### config.mk
export PLATFORM = sky130hd
export DESIGN_NAME = instruction_encoder
export DESIGN_NICKNAME = d
export VERILOG_FILES = /design/src/rtl/instr_pkg.sv /design/src/rtl/instr_field_pack.sv /design/src/rtl/instruction_encoder.sv
export SDC_FILE = /design/constraint.sdc
export NUM_CORES = 1
export LEC_CHECK = 0
export CAP_MARGIN = 30
export CORE_UTILIZATION = 38
export CTS_CLUSTER_DIAMETER = 40
export CTS_CLUSTER_SIZE = 12
export DETAILED_ROUTE_END_ITERATION = 6
export PLACE_DENSITY_LB_ADDON = 0.05
export SYNTH_ARGS = -nofsm -noshare
export SYNTH_HDL_FRONTEND = slang
export SYNTH_SLANG_ARGS = --single-unit
### constraint.sdc
create_clock -name clk -period 6.65 [get_ports clk]
set_input_delay 1.33 -clock clk [delete_from_list [all_inputs] [get_ports clk]]
set_output_delay 1.33 -clock clk [all_outputs]
set_load 0.01 [all_outputs]
### src/rtl/instr_pkg.sv
// rtl/instr_pkg.sv - shared types, constants and field positions for the instruction encoder
package instr_pkg;

    typedef enum logic [1:0] {
        CLS_ALU  = 2'd0,
        CLS_MEM  = 2'd1,
        CLS_BX   = 2'd2,
        CLS_HALT = 2'd3
    } instr_class_t;

    typedef enum logic [1:0] {
        ST_IDLE = 2'd0,
        ST_RUN  = 2'd1,
        ST_TERM = 2'd2,
        ST_DONE = 2'd3
    } enc_state_t;

    localparam logic [23:0] BX_PATTERN = 24'h12FFF1;
    localparam logic [31:0] HALT_WORD  = 32'd0;
    localparam logic [4:0]  MEM_FIXED  = 5'b01100;

    localparam logic [1:0]  TYPE_ALU   = 2'b00;
    localparam logic [1:0]  TYPE_MEM   = 2'b01;

    // Least-significant bit of each field within the 32-bit word
    localparam int COND_LSB  = 28;
    localparam int TYPE_LSB  = 26;
    localparam int IMM_BIT   = 25;
    localparam int OPC_LSB   = 21;
    localparam int MEMF_LSB  = 21;
    localparam int S_BIT     = 20;
    localparam int LOAD_BIT  = 20;
    localparam int RN_LSB    = 16;
    localparam int RD_LSB    = 12;
    localparam int BX_LSB    = 4;
    localparam int IMM8_LSB  = 0;
    localparam int RM_LSB    = 0;

endpackage

### src/rtl/instr_field_pack.sv
// rtl/instr_field_pack.sv - combinational packing of instruction fields into a 32-bit word
module instr_field_pack
    import instr_pkg::*;
(
    input  logic [1:0]  cls,
    input  logic [3:0]  cond,
    input  logic [3:0]  opcode,
    input  logic        setcond,
    input  logic        imm,
    input  logic [3:0]  rn,
    input  logic [3:0]  rd,
    input  logic [3:0]  rm,
    input  logic [7:0]  imm8,
    input  logic        load,
    output logic [31:0] word,
    output logic        is_halt,
    output logic        zero_word
);

    // Assemble the word for the selected class; unused bits stay zero
    always_comb begin
        word = HALT_WORD;
        unique case (instr_class_t'(cls))
            CLS_ALU: begin
                word[COND_LSB +: 4] = cond;
                word[TYPE_LSB +: 2] = TYPE_ALU;
                word[IMM_BIT]       = imm;
                word[OPC_LSB +: 4]  = opcode;
                word[S_BIT]         = setcond;
                word[RN_LSB +: 4]   = rn;
                word[RD_LSB +: 4]   = rd;
                if (imm) begin
                    word[IMM8_LSB +: 8] = imm8;
                end else begin
                    word[RM_LSB +: 4]   = rm;
                end
            end
            CLS_MEM: begin
                word[COND_LSB +: 4] = cond;
                word[TYPE_LSB +: 2] = TYPE_MEM;
                word[MEMF_LSB +: 5] = MEM_FIXED;
                word[LOAD_BIT]      = load;
                word[RN_LSB +: 4]   = rn;
                word[RD_LSB +: 4]   = rd;
            end
            CLS_BX: begin
                word[COND_LSB +: 4] = cond;
                word[BX_LSB +: 24]  = BX_PATTERN;
                word[RM_LSB +: 4]   = rm;
            end
            default: begin
                word = HALT_WORD;
            end
        endcase
    end

    // A real instruction that packs to the halt pattern would be mistaken for a terminator
    always_comb begin
        is_halt   = (instr_class_t'(cls) == CLS_HALT);
        zero_word = !is_halt && (word == HALT_WORD);
    end

endmodule

### src/rtl/instruction_encoder.sv
// rtl/instruction_encoder.sv - program sequencer writing encoded instructions to memory
module instruction_encoder
    import instr_pkg::*;
#(
    parameter int ADDR_W = 8
) (
    input  logic              clk,
    input  logic              rst_n,
    input  logic              start,
    input  logic              finish,
    input  logic              in_valid,
    output logic              in_ready,
    input  logic [1:0]        in_class,
    input  logic [3:0]        in_cond,
    input  logic [3:0]        in_opcode,
    input  logic              in_setcond,
    input  logic              in_imm,
    input  logic [3:0]        in_rn,
    input  logic [3:0]        in_rd,
    input  logic [3:0]        in_rm,
    input  logic [7:0]        in_imm8,
    input  logic              in_load,
    output logic              mem_we,
    output logic [ADDR_W-1:0] mem_addr,
    output logic [31:0]       mem_wdata,
    output logic [ADDR_W:0]   count,
    output logic              full,
    output logic              err,
    output logic              done
);

    localparam logic [ADDR_W-1:0] TOP_ADDR = '1;

    enc_state_t        state;
    enc_state_t        next_state;
    logic [ADDR_W-1:0] addr_q;
    logic [31:0]       packed_word;
    logic              is_halt;
    logic              zero_word;
    logic              accept;

    instr_field_pack u_pack (
        .cls       (in_class),
        .cond      (in_cond),
        .opcode    (in_opcode),
        .setcond   (in_setcond),
        .imm       (in_imm),
        .rn        (in_rn),
        .rd        (in_rd),
        .rm        (in_rm),
        .imm8      (in_imm8),
        .load      (in_load),
        .word      (packed_word),
        .is_halt   (is_halt),
        .zero_word (zero_word)
    );

    // State register
    always_ff @(posedge clk or negedge rst_n) begin
        if (!rst_n) begin
            state <= ST_IDLE;
        end else begin
            state <= next_state;
        end
    end

    // Next state and handshake/status outputs; the top slot is kept for the terminator
    always_comb begin
        next_state = state;
        in_ready   = 1'b0;
        full       = 1'b0;
        done       = 1'b0;
        accept     = 1'b0;
        unique case (state)
            ST_IDLE: begin
                if (start) next_state = ST_RUN;
            end
            ST_RUN: begin
                in_ready = (addr_q != TOP_ADDR);
                full     = (addr_q == TOP_ADDR);
                accept   = in_valid && in_ready;
                if (accept && is_halt) begin
                    next_state = ST_DONE;
                end else if (finish) begin
                    next_state = ST_TERM;
                end
            end
            ST_TERM: begin
                next_state = ST_DONE;
            end
            ST_DONE: begin
                done = 1'b1;
                if (start) next_state = ST_RUN;
            end
            default: begin
                next_state = ST_IDLE;
            end
        endcase
    end

    // Address/count bookkeeping and the registered memory write port
    always_ff @(posedge clk or negedge rst_n) begin
        if (!rst_n) begin
            addr_q    <= '0;
            count     <= '0;
            mem_we    <= 1'b0;
            mem_addr  <= '0;
            mem_wdata <= '0;
            err       <= 1'b0;
        end else begin
            mem_we <= 1'b0;
            err    <= 1'b0;
            if ((state == ST_IDLE || state == ST_DONE) && start) begin
                addr_q   <= '0;
                count    <= '0;
                mem_addr <= '0;
            end else if (accept) begin
                if (zero_word) begin
                    err <= 1'b1;
                end else begin
                    mem_we    <= 1'b1;
                    mem_addr  <= addr_q;
                    mem_wdata <= packed_word;
                    addr_q    <= addr_q + ADDR_W'(1);
                    count     <= count + (ADDR_W + 1)'(1);
                end
            end else if (state == ST_TERM) begin
                mem_we    <= 1'b1;
                mem_addr  <= addr_q;
                mem_wdata <= HALT_WORD;
                count     <= count + (ADDR_W + 1)'(1);
            end
        end
    end

endmodule
==> results by group <==
Status
  • Status: complete, no violations

Route
  • Via count: 2449
  • DRC viols: 0
  • TritonRoute pass-1 iters: 4
  • Avg WL per Cell: 15.6 um
  • ANT nets after route: 0
  • First-iteration detailed-routing DRC count: 77
  • Vias per cell: 5.31
  • Post-Route WL: 7.18 mm

Critical path
  • Reg-to-Reg Start: addr_q[0]$_DFFE_PN0P_
  • CP endpoint: mem_wdata[26]$_DFFE_PN0P_
  • Crit path capture type: flip-flop
  • Critical Path Start: in_class[1]
  • R2r endpoint: mem_wdata[26]$_DFFE_PN0P_
  • Crit start category: primary input
  • Reg2reg setup slack: 3840 ps
  • Data required, critical path: 6910 ps
  • CP Max Fanout: 29
  • R2R cell count: 8
  • Setup CP Type: primary input to flip-flop
  • CP Data Arrival Time: 4930 ps

GRT
  • Global-route wire length before repair: 11.9 mm
  • Largest net degree at the start of global routing: 58
  • Total global routing overflow: 0
  • Number of global-route vias before repair: 2433
  • Initial antenna violation count: 0
  • Total GRT Usage: 18.2%

Run
  • Max Cap Violations: 0

Clock tree
  • H-Tree Depth: 3
  • CTS sink cnt: 57
  • TritonCTS Buffers: 9
  • Post_cts resized: 0
  • Clock-pin slew on the worst setup and hold paths: 60 ps
  • Maximum clock insertion buffer count: 2
  • Root buffer selected by CTS: clkbuf_8
  • Hold_buf cts: 0
  • Clock latency on the worst-skew pair: 320 ps
  • TritonCTS clock tree: built
  • Post-CTS Setup Bufs: 0

STA
  • Setup ws final: 1990 ps
  • Fin crit share: 70.1%
  • Worst hold slack: 491 ps
  • Slew @ Worst Pin: 883 ps
  • Setup TNS after final layout: 0 ps
  • RSZ-0062 raised after global routing: false
  • Pins over their slew limit: 0
  • Worst Skew: 6.50 ps
  • Worst slew margin: 41.1%
  • Setup violations, final: 0
  • Min Tclk post-route: 4660 ps
  • Final hold violation count: 0
  • Max Clk Rate: 214 MHz

Yosys
  • Number of distinct library cells after synthesis: 48
  • Asr flop ratio synth: 100%
  • Largest area contributor in the netlist: dfrtp_1
  • Most common cell in the netlist: dfrtp_1
  • Most instantiated cells after synthesis: dfrtp_1, nor2_1, a21oi_1
  • Synth Warn #: 0
  • Number of synthesized flops with an enable pin: 0
  • Top-area cell type share of the netlist area: 47.8%
  • Post-Syn Area: 0.00299 sq mm
  • Mean post-synth cell area: 10.9 sq um
  • FF+latch count, synth: 57
  • Synth top area cells: dfrtp_1, ha_1, o2bb2ai_2
  • Synth Flop Type: dfrtp_1
  • Seq/Total Area, Yosys: 47.8%
  • Total nets after synthesis: 324
  • Synth Instances: 275

Placed design
  • Gp weighted congestion: 0.748
  • Port-buffer cells: 90
  • DP HPWL: 5.07 mm
  • Setup WS pre-CTS: 1620 ps

Floorplanning
  • Die W: 90.6 um
  • FP Rows: 31
  • Die area: 0.00821 sq mm
  • Initial core utilization: 40.3%
  • I/O Pins: 92
  • Core ar.: 0.00741 sq mm
  • Chip height: 90.6 um

Power and ir drop
  • Leak: 1.76 nW
  • Worst VDD drop: 195 uV
  • P per Cell Area: 337 mW/mm^2

Cells and area
  • Share of cells above drive strength 1: 8.84%
  • Antenna diodes: 0
  • Synth-to-Final Area Change: 36.0%
  • Post-layout util: 54.8%
  • Layout Nets: 409

Min path
  • Hold/Removal Path Class: flip-flop to flip-flop
-- metal layers --
layer / global-route usage, % / wire, um / vias to the layer above
met5: 0 / 0 / -
met4: 7.66 / 123 / 0
met3: 3.20 / 361 / 10
met2: 26.6 / 3210 / 78
met1: 26.2 / 3480 / 1172
li1: - / - / 1189
-- flip-flops by register name, summed over array words and instances, names as in the netlist --
signal     flops
addr_q         8
count          9
err            1
mem_addr       8
mem_wdata     28
mem_we         1
state          2
-- report_power, final --
group	internal, mW	switching, mW
clock network	0.160	0.125
registers	0.437	0.0692
logic	0.301	0.276
-- how the worst min path moves through the flow --
stage	startpoint	endpoint	slack (ps)	cells after the start
floorplan	mem_wdata[24]$_DFFE_PN0P_	mem_wdata[24]$_DFFE_PN0P_	520	1
global placement	mem_wdata[24]$_DFFE_PN0P_	mem_wdata[24]$_DFFE_PN0P_	480	1
detailed placement	mem_wdata[24]$_DFFE_PN0P_	mem_wdata[24]$_DFFE_PN0P_	470	1
CTS	mem_wdata[24]$_DFFE_PN0P_	mem_wdata[24]$_DFFE_PN0P_	490	1
global route	mem_wdata[7]$_DFFE_PN0P_	mem_wdata[7]$_DFFE_PN0P_	510	1
finish	mem_wdata[5]$_DFFE_PN0P_	mem_wdata[5]$_DFFE_PN0P_	490	1
-- worst max-delay path, stage by stage --
cell and delay [ps]:
clkdlybuf4s50_1 680, inv_2 180, ha_1 400, a22oi_1 300, a21oi_1 140, nor4_2 300, nand3_2 210, mux2i_4 660
or2b_1 180, buf_4 340, a22o_1 200
-- per-stage QoR --
| step | area, sq um | instances | power (mW) |
|---|---|---|---|
| 2_1_floorplan | 2990 | 275 | 0.857 |
| 5_1_grt | 4060 | 461 | 1.45 |
| 3_5_place_dp | 3890 | 448 | 1.10 |
| 6_report | 4060 | 461 | 1.37 |
| 4_1_cts | 4060 | 461 | 1.39 |
| 3_3_place_gp | 3880 | 447 | 1.09 |
-- layout make-up --
type | count | area (sq um)
sequential | 57 | 1430
tap | 99 | 124
timing repair buffer | 93 | 922
multi-input combinational | 190 | 1380
fill | 659 | 3350
inverter | 9 | 33.8
clock buffer | 13 | 169
-- cells by family after synthesis --
kind of cell / share of synthesized area [%]
multiplexers: 5.11
adder cells (fa/ha/maj): 4.61
XOR/XNOR: 0.880
flip-flops: 47.8
other: 0.126
buffers and inverters: 5.87
AND/OR/NAND/NOR: 13.9
AO/OA/AOI/OAI: 21.7
-- layout by cell type (no fill, tap or decap), types with 11 or more instances in the layout --
cell type / count
mux2i_1: 13
nand2_1: 15
a21oi_1: 19
nor2_1: 20
nand3_1: 11
clkdlybuf4s50_1: 89
dfrtp_1: 57
ha_1: 11
clkbuf_8: 12
No activity file was read; power rests on OpenSTA's default activity.
